File: config.mk
export PLATFORM = sky130hd
export DESIGN_NAME = wshb_rr_arbiter
export DESIGN_NICKNAME = d
export VERILOG_FILES = /design/src/rtl/wshb_rr_arbiter.sv
export SDC_FILE = /design/constraint.sdc
export NUM_CORES = 1
export LEC_CHECK = 0
export ABC_AREA = 1
export CAP_MARGIN = 20
export CORE_AREA = 2 2 118 120
export CTS_CLUSTER_DIAMETER = 80
export DETAILED_ROUTE_END_ITERATION = 6
export DIE_AREA = 0 0 120 122
export GPL_ROUTABILITY_DRIVEN = 0
export GPL_TIMING_DRIVEN = 1
export SYNTH_ARGS = -nofsm -noshare
export SYNTH_HDL_FRONTEND = slang
export SYNTH_SLANG_ARGS = --single-unit
export TNS_END_PERCENT = 1
File: constraint.sdc
create_clock -name sys_clk -period 1.1 [get_ports sys_clk]
set_input_delay 0.11 -clock sys_clk [delete_from_list [all_inputs] [get_ports sys_clk]]
set_output_delay 0.11 -clock sys_clk [all_outputs]
set_load 0.1 [all_outputs]
File: src/rtl/wshb_rr_arbiter.sv
// wshb_rr_arbiter: N-master Wishbone arbiter in front of a single slave port.
// Ownership is round-robin and lasts for the owner's whole cyc. The request
// and response paths are combinational through the registered grant. An
// optional watchdog ends stalled strobes with a one-cycle err to the owner.
module wshb_rr_arbiter #(
  parameter int NM         = 2,
  parameter int DATA_BYTES = 4,
  parameter int ADDR_W     = 32,
  parameter int TIMEOUT    = 0
) (
  input  logic                       sys_clk,
  input  logic                       sys_rst,
  input  logic [NM-1:0]              m_cyc,
  input  logic [NM-1:0]              m_stb,
  input  logic [NM-1:0]              m_we,
  input  logic [NM*ADDR_W-1:0]       m_adr,
  input  logic [NM*8*DATA_BYTES-1:0] m_dat_ms,
  input  logic [NM*DATA_BYTES-1:0]   m_sel,
  input  logic [NM*3-1:0]            m_cti,
  input  logic [NM*2-1:0]            m_bte,
  output logic [NM-1:0]              m_ack,
  output logic [NM-1:0]              m_err,
  output logic [NM-1:0]              m_rty,
  output logic [8*DATA_BYTES-1:0]    m_dat_sm,
  output logic                       s_cyc,
  output logic                       s_stb,
  output logic                       s_we,
  output logic [ADDR_W-1:0]          s_adr,
  output logic [8*DATA_BYTES-1:0]    s_dat_ms,
  output logic [DATA_BYTES-1:0]      s_sel,
  output logic [2:0]                 s_cti,
  output logic [1:0]                 s_bte,
  input  logic                       s_ack,
  input  logic                       s_err,
  input  logic                       s_rty,
  input  logic [8*DATA_BYTES-1:0]    s_dat_sm,
  output logic [NM-1:0]              grant,
  output logic                       busy
);

  localparam int DW = 8 * DATA_BYTES;
  localparam int PW = (NM > 1) ? $clog2(NM) : 1;

  logic [NM-1:0] grant_r;
  logic          busy_r;
  logic [PW-1:0] ptr_r;

  logic          owner_cyc_s;
  logic          owner_stb_s;
  logic          term_s;
  logic          stall_s;
  logic          timeout_s;
  logic          arb_en_s;
  logic          pick_found_s;
  logic [PW-1:0] pick_idx_s;
  logic [PW-1:0] pick_next_s;
  logic [PW-1:0] scan_idx_s;
  logic [NM-1:0] pick_grant_s;

  assign owner_cyc_s = |(grant_r & m_cyc);
  assign owner_stb_s = |(grant_r & m_stb);
  assign term_s      = s_ack | s_err | s_rty;
  assign stall_s     = owner_cyc_s & owner_stb_s & ~term_s;
  // Re-arbitrate when idle or when the owner has released cyc.
  assign arb_en_s    = ~owner_cyc_s;

  // Round-robin scan: first requester at or after the pointer, wrapping.
  always_comb begin
    pick_found_s = 1'b0;
    pick_idx_s   = {PW{1'b0}};
    scan_idx_s   = {PW{1'b0}};
    for (int j = 0; j < NM; j++) begin
      scan_idx_s = PW'((int'(ptr_r) + j) % NM);
      if (!pick_found_s && m_cyc[scan_idx_s]) begin
        pick_found_s = 1'b1;
        pick_idx_s   = scan_idx_s;
      end else begin
        pick_found_s = pick_found_s;
      end
    end
  end

  // One-hot grant for the winner and the pointer just past it.
  always_comb begin
    pick_grant_s = {NM{1'b0}};
    if (pick_found_s) begin
      pick_grant_s[pick_idx_s] = 1'b1;
    end else begin
      pick_grant_s = {NM{1'b0}};
    end
    if (pick_idx_s == PW'(NM - 1)) begin
      pick_next_s = {PW{1'b0}};
    end else begin
      pick_next_s = pick_idx_s + {{(PW-1){1'b0}}, 1'b1};
    end
  end

  // Grant/pointer register: ownership changes only when the owner drops cyc.
  always_ff @(posedge sys_clk) begin
    if (sys_rst) begin
      grant_r <= {NM{1'b0}};
      busy_r  <= 1'b0;
      ptr_r   <= {PW{1'b0}};
    end else if (arb_en_s) begin
      grant_r <= pick_grant_s;
      busy_r  <= pick_found_s;
      if (pick_found_s) begin
        ptr_r <= pick_next_s;
      end
    end
  end

  generate
    if (TIMEOUT > 0) begin : g_wd
      localparam int CW = (TIMEOUT > 1) ? $clog2(TIMEOUT + 1) : 1;
      logic [CW-1:0] wd_cnt_r;

      // Fires in the TIMEOUT-th consecutive stalled cycle; slave termination wins.
      assign timeout_s = stall_s & (wd_cnt_r == CW'(TIMEOUT - 1));

      // Stall counter: counts unanswered strobes, clears on any termination or handover.
      always_ff @(posedge sys_clk) begin
        if (sys_rst) begin
          wd_cnt_r <= {CW{1'b0}};
        end else if (arb_en_s || timeout_s || term_s) begin
          wd_cnt_r <= {CW{1'b0}};
        end else if (stall_s) begin
          wd_cnt_r <= wd_cnt_r + {{(CW-1){1'b0}}, 1'b1};
        end
      end
    end else begin : g_no_wd
      assign timeout_s = 1'b0;
    end
  endgenerate

  // Request mux: one-hot grant selects the owner's signals, zeros when idle.
  always_comb begin
    s_we     = 1'b0;
    s_adr    = {ADDR_W{1'b0}};
    s_dat_ms = {DW{1'b0}};
    s_sel    = {DATA_BYTES{1'b0}};
    s_cti    = 3'b000;
    s_bte    = 2'b00;
    for (int i = 0; i < NM; i++) begin
      s_we     = s_we     | (m_we[i] & grant_r[i]);
      s_adr    = s_adr    | (m_adr[i*ADDR_W +: ADDR_W] & {ADDR_W{grant_r[i]}});
      s_dat_ms = s_dat_ms | (m_dat_ms[i*DW +: DW] & {DW{grant_r[i]}});
      s_sel    = s_sel    | (m_sel[i*DATA_BYTES +: DATA_BYTES] & {DATA_BYTES{grant_r[i]}});
      s_cti    = s_cti    | (m_cti[i*3 +: 3] & {3{grant_r[i]}});
      s_bte    = s_bte    | (m_bte[i*2 +: 2] & {2{grant_r[i]}});
    end
  end

  // A watchdog expiry withdraws the cycle from the slave for that one cycle.
  assign s_cyc    = owner_cyc_s & ~timeout_s;
  assign s_stb    = owner_stb_s & ~timeout_s;

  assign m_ack    = grant_r & {NM{s_ack}};
  assign m_err    = grant_r & {NM{s_err | timeout_s}};
  assign m_rty    = grant_r & {NM{s_rty}};
  assign m_dat_sm = s_dat_sm;

  assign grant    = grant_r;
  assign busy     = busy_r;

endmodule

# Yosys cells after proc, flatten, opt, wreduce, memory -nomap -nowiden
# Cells that the tools add are included.
# classes
reduce_logical	6
bitwise_logic	24
n_lt_le_gt_ge	4
muxes	12
addsub	2
# op_table
op	count
32-bit bitwise AND	4
32-bit bitwise OR	2
2-bit bitwise AND	7
1-bit two-way mux	10
4-bit bitwise AND	2
3-bit bitwise AND	2
1-bit by 2-bit < comparator with 1-bit output, second input constant	3
4-bit bitwise OR	1
2-bit OR reduction	2
3-bit bitwise OR	1
1-bit adder, second input constant	2
1-bit bitwise AND	2
1-bit logical AND	2
2-bit two-way mux	1
2-bit bitwise OR	1
2-bit AND reduction	1
1-bit demux with 1-bit select	1
1-bit greater-or-equal comparator, second input constant	1
1-bit logical NOT	1
1-bit inverter	1
1-bit bitwise OR	1
# word_totals
out_inout_bits	117
regBits	4
in_bits	189
wordCells	51

# Depth between registers and ports, before layout
# Gate-level depths: netlist of the first run.
# logic_depth
ltp_word	11
mapped_depth	6
ltp_nobuf	5

# Least setup slack after synthesis of the first run
# Ideal clock, no wire load.
# synth_timing
kind	register to output
startpoint	register grant_r[0] (netlist: grant[0])
endpoint	output port s_dat_ms[13]
stages_incl_launch_ff	5
n_path_buf	3
setup_slack_ns	-1.197
t_arrival_ns	2.187
cell_sequence	dfxtp_1 buf_6 buf_6 buf_4 a22o_1
# synth_via
elab_chain_len	2
# synth_rtl
element	line_no	rtl
from (decl)	44	logic [NM-1:0] grant_r;
from (signal assigned)	101	grant_r <= {NM{1'b0}};
from (signal assigned)	105	grant_r <= pick_grant_s;
32-bit bitwise AND	147	s_dat_ms = s_dat_ms | (m_dat_ms[i*DW +: DW] & {DW{grant_r[i]}});
32-bit bitwise OR	147	
to (decl)	29	output logic [8*DATA_BYTES-1:0] s_dat_ms,
# Every way passes these cells.

# Final worst setup path of the first run
# layout_timing
startpoint	register grant_r[1] (netlist: grant[1])
endpoint	output port s_dat_ms[8]
# Same word-level chain as after synthesis.

==> reports/qor.yml, run 1 <==
timing:
  rsz0062_at_grt: "true"
  min_period_ps: 1370
  hold_viol: 0
  max-slew-margin-rel_pct: 82.8
  fin_crit_sh_pct: 125
  fmax_ghz: 0.730
  timing.final.ws_setup_ps: -270
  finalMaxSlewViolations: 0
  worst_pin_slew_ps: 258
  setup_viol_count_final: 84
  finalClockSkew_ps: 3.01
logic_synthesis:
  netlist_area_um2: 1230
  synthSimpleGateAreaFrac_pct: 5.07
  syn_nets: 349
  avgSynthCellArea_um2: 7.72
  synth_cell_types: 13
  synthCells: 160
  synth-compound-area-share_pct: 56.2
  synth_xor_area_share_pct: 0
  synth_top_family_by_area: "compound AO/OA/AOI/OAI gates"
  yosysSeqAreaShare_pct: 6.48
  synth-seq-cells: 4
  synth_fa_ha_area_share_pct: 0
  synth_mux_area_share_pct: 0
  yosys_warnings: 0
status:
  violations: "setup timing"
  status: "finished, violations left"
global_route:
  grt.overflow.total: 0
  grt_max_degree: 36
  grt_pass1_vias: 2372
  grtUsageTotal_pct: 10.3
  grt_pass1_wl_um: 12100
  antenna_found_initial: 0
critical_path:
  crit_type: "flip-flop to output port"
  crit-reg2reg-capture: "grant[0]"
  cp_num_buf_inv: 2
  r2r-start: "grant[0]"
  critPathArrivalTime_ps: 1260
  endpoint_kind: "output port"
  cpMaxStageDelayCell: "dfxtp_4"
  cp_common_cell: "buf_12"
  critical-path-max-stage-delay_ps: 360
  cp.required_ps: 990
  crit_fanout: 35
  crit_chain: "buf_12 > a22o_4 > buf_12"
  reg2reg_depth: 5
  ff2ff_setup_slack_ps: 50
  cp-start-kind: "flip-flop"
  cp_top_family: "flip-flops"
cts:
  clkLatencyLatePin_ps: 230
  cts.sinks: 4
  numCtsBuffers: 3
  cts-htree-levels: 1
  cts_setup_buffers: 0
  clk_pin_slew_ps: 30
  cts-root-buf: "clkbuf_16"
  cts_tree: "built"
  clk_path_buf_depth: 2
pwr:
  p_total_uw: 5720
  peakVddDrop_mv: 0.435
  power.leakage_uw: 0.00222
  power.density_nw_per_um2: 1080
die:
  core_um2: 13500
  die-width_um: 120
  io_pins: 306
  rows: 43
  die_area_um2: 14600
  initial_core_util_pct: 9.14
  die_h_um: 122
detailed_routing:
  first_pass_iters: 3
  vias: 2150
  wirelength_um: 7970
  antenna_left: 0
  drt_iter0_markers: 39
  drcViolationCount: 0
  routedWlPerCell_um: 14.7
  via_per_inst: 3.96
min_path:
  min_path_cells: 0
  holdCritPathClass: "input pin to output port"
  min_to: "m_dat_sm[23]"
  min_from: "s_dat_sm[23]"
placement:
  port_buffers: 241
  place_hpwl_um: 6900
layout:
  layout-drive-gt1-share_pct: 52.3
  mostFrequentLayoutCell: "clkdlybuf4s50_1"
  fin_nets: 554
  final_core_util_pct: 39.0
  syn2layout_area_growth_pct: 327
  antenna_cells: 0
  layout_common_cells: "156 x clkdlybuf4s50_1, 87 x buf_12, 68 x a22o_4"
job:
  maxCapViolations: 0
-- area by class of cell --
type | count | area (um^2)
well taps | 180 | 225
inverters | 9 | 56.3
fillers | 1272 | 8230
multi-input cells | 97 | 1420
repair buffers | 250 | 3410
clock buffers | 3 | 75.1
flip-flops and latches | 4 | 87.6
-- cells in the mapped netlist --
master    number  area share (%)
a22o_1        75              53
buf_4         33              20
buf_2         12             4.9
nand2_1       12             3.6
inv_1          8             2.4
a21oi_1        5             2.0
buf_6          5             4.6
dfxtp_1        4             6.5
nand2_2        2             1.0
inv_2          1            0.30
nand3_1        1            0.40
o21ai_0        1            0.40
o21bai_1       1            0.61
-- state kept, by name, summed over array words and instances (netlist names) --
| register | count |
|---|---|
| grant | 2 |
| ptr_r | 1 |
| busy | 1 |
-- layer usage --
| layer | up-vias | track usage, % | share of wire [%] |
|---|---|---|---|
| met5 | - | 0 | 0 |
| met4 | 0 | 4.49 | 2.4 |
| met3 | 22 | 2.72 | 10 |
| met2 | 149 | 19.2 | 54 |
| met1 | 993 | 10.7 | 33 |
| li1 | 986 | - | - |
-- what timing repair did --
item / 4_1_cts / 5_1_grt
endpoints found under the hold margin: 0 / 0
resized for setup: 2 / 6
pin swaps: 0 / 1
hold buffers: 0 / 0
setup endpoints to repair: 86 / 86
-- where the power goes --
part	switching, uW	total [uW]	leakage, uW	internal, uW
clock	105	570	0.0000370	465
sequential	23.9	184	0.0000345	160
combinational	2870	4960	0.00215	2090
-- worst max-delay path by stage --
| stage | end | cells after the start | slack (ps) | start |
|---|---|---|---|---|
| floorplan | m_ack[0] | 5 | -330 | grant[0] |
| CTS | s_bte[1] | 3 | -280 | grant[1] |
| global route | s_dat_ms[6] | 3 | -300 | grant[1] |
| finish | s_dat_ms[8] | 3 | -270 | grant[1] |
| detailed placement | grant[0] | 5 | -90 | m_cyc[1] |
| global placement | s_cyc | 4 | -30 | m_cyc[1] |
-- cell families after synthesis --
group | after synthesis
AOI/OAI and AO/OA | 82
buffers and inverters | 59
and+or+nand+nor | 15
DFF | 4
-- through the flow --
step                      setup WS [ps]  std cells  area, um^2  hold WS (ps)  TNS [ps]
after floorplan                    -335        160        1930           169    -24190
final                              -270        543        5270           220    -19960
after global routing               -302        543        5270           220    -22880
after detailed placement          -86.1        540        5150           221      -916
after CTS                          -277        543        5240           221    -20440
after global placement            -32.4        540        5150           221      -299
Note: power is estimated with default switching activity, not from simulation.
==> inputs of run 2 (changes only) <==
GPL_ROUTABILITY_DRIVEN = unset   (was 0)
==> results of run 2 <==
The final DEF is identical to that of run 1; final timing and power are the same.
==> inputs of run 3 (changes only) <==
clock period = 1.6 ns   (was 1.1 ns; I/O delays follow)
==> reports/qor.yml, run 3 (same netlist as run 1, synthesis figures left out) <==
die:
  die-width_um: 120  # unchanged
  rows: 43  # unchanged
  die_area_um2: 14600  # unchanged
  io_pins: 306  # unchanged
  die_h_um: 122  # unchanged
  initial_core_util_pct: 9.14  # unchanged
  core_um2: 13500  # unchanged
cts:
  clk_pin_slew_ps: 30  # about the same
  cts_setup_buffers: 0  # unchanged
  cts-htree-levels: 1  # unchanged
  numCtsBuffers: 3  # unchanged
  cts.sinks: 4  # unchanged
  cts_tree: "built"
  clk_path_buf_depth: 2  # unchanged
  cts-root-buf: "clkbuf_16"
  clkLatencyLatePin_ps: 220  # about the same
timing:
  fmax_ghz: 0.691
  rsz0062_at_grt: "false"
  finalClockSkew_ps: 1.38  # -1.62 ps
  finalMaxSlewViolations: 0  # unchanged
  max-slew-margin-rel_pct: 86.8  # +3.9 points
  worst_pin_slew_ps: 198  # -59.2 ps
  setup_viol_count_final: 0  # -100%
  min_period_ps: 1450
  hold_viol: 0  # unchanged
  fin_crit_sh_pct: 90.5
  timing.final.ws_setup_ps: 152  # +422 ps
layout:
  final_core_util_pct: 34.4  # -4.6 points
  antenna_cells: 0  # unchanged
  largest_reg_flops: 2  # unchanged
  fin_nets: 549  # -0.90%
  fin_area_um2: 4650  # -12%
  mostFrequentLayoutCell: "clkdlybuf4s50_1"
  syn2layout_area_growth_pct: 276
  layout_common_cells: "156 x clkdlybuf4s50_1, 87 x buf_12, 75 x a22o_2"
  layout-drive-gt1-share_pct: 49.7  # -2.6 points
detailed_routing:
  via_per_inst: 3.83  # -3.3%
  wirelength_um: 8460  # +6.1%
  drcViolationCount: 0  # unchanged
  first_pass_iters: 4  # +1
  routedWlPerCell_um: 15.7  # +7.1%
  drt_iter0_markers: 22  # -44%
  vias: 2060  # -4.2%
  antenna_left: 0  # unchanged
pwr:
  peakVddDrop_mv: 0.609  # +40%
  power.density_nw_per_um2: 794  # -27%
  power.leakage_uw: 0.00181  # -18%
placement:
  port_buffers: 241  # unchanged
  place_hpwl_um: 6830  # -1.1%
  gp_congestion: 0.811
  detailedPlace.worstSlack_ps: 290  # +376 ps
  place_area_um2: 4540  # -12%
critical_path:
  cp-start-kind: "flip-flop"
  crit_fanout: 41  # +17%
  critPathArrivalTime_ps: 1290  # +30 ps
  crit_type: "flip-flop to output port"
  cp.required_ps: 1440  # +450 ps
  endpoint_kind: "output port"
status:
  status: "finished, final reports clean"
global_route:
  grtUsageTotal_pct: 10.1  # -0.18 points
  grt_pass1_wl_um: 11800  # -1.8%
  antenna_found_initial: 0  # unchanged
  grt.overflow.total: 0  # unchanged
  grt_max_degree: 82  # +130%
  grt_pass1_vias: 2247  # -5.3%
min_path:
  holdCritPathClass: "input pin to output port"
job:
  maxCapViolations: 0  # unchanged
==> run 3: cell types whose count changed in the layout (fill, tap and decap cells not counted), moves of 2 or more <==
| cell | delta |
|---|---|
| dfxtp_2 | +2 |
| a22o_4 | -68 |
| dfxtp_4 | -2 |
| buf_4 | -3 |
| nand2_4 | -8 |
| nand2_1 | +7 |
| a22o_2 | +68 |
==> run 3: path summary, 6_finish.rpt <==
path,start,to,slack [ps],cells past startpoint
setup / recovery,grant[1],s_cyc,150,4
hold / removal,s_dat_sm[0],m_dat_sm[0],320,0
setup reg to reg,grant[1],ptr_r,420,6
hold reg to reg,ptr_r,ptr_r,490,2
==> run 3: final cells by class <==
| class | instances | area (um^2) |
|---|---|---|
| Tap cell | 180 | 225 |
| Fill cell | 1358 | 8860 |
| Sequential cell | 4 | 82.6 |
| Clock buffer | 3 | 75.1 |
| Multi-Input combinational cell | 97 | 851 |
| Inverter | 9 | 56.3 |
| Timing Repair Buffer | 245 | 3360 |
==> run 3: critical path, stage by stage, from the launching register on <==
cell and delay, ps:
dfxtp_2 380, buf_16 230, nand2_1 130, nand2_2 140, buf_12 190
==> run 3: metal layers <==
layer	GRT usage, %	share of wire, %	vias to the layer above
li1	-	-	976
met5	0	0	-
met4	2.94	1.6	0
met1	9.94	33	950
met2	20.5	57	116
met3	2.48	8.4	18
==> run 3: per-stage QoR <==
step           hold slack, ps  power [uW]  std cells  setup TNS (ps)
3_3_place_gp              321        3270        534               0
5_1_grt                   320        3790        538               0
2_1_floorplan             222        2310        160           -4980
6_report                  320        3690        538               0
4_1_cts                   321        3690        537               0
3_5_place_dp              321        3290        534               0
==> run 3: what timing repair did <==
action,4_1_cts,5_1_grt
endpoints found under the setup margin,0,1
hold buffers,0,0
resized for setup,0,1
==> run 3: power by group <==
group          leakage [uW]  total (uW)  switching [uW]  internal (uW)
logic               0.00174        3180            1890           1290
clock network     0.0000370         388            69.3            319
registers         0.0000339         123            12.2            111
total               0.00181        3690            1970           1720
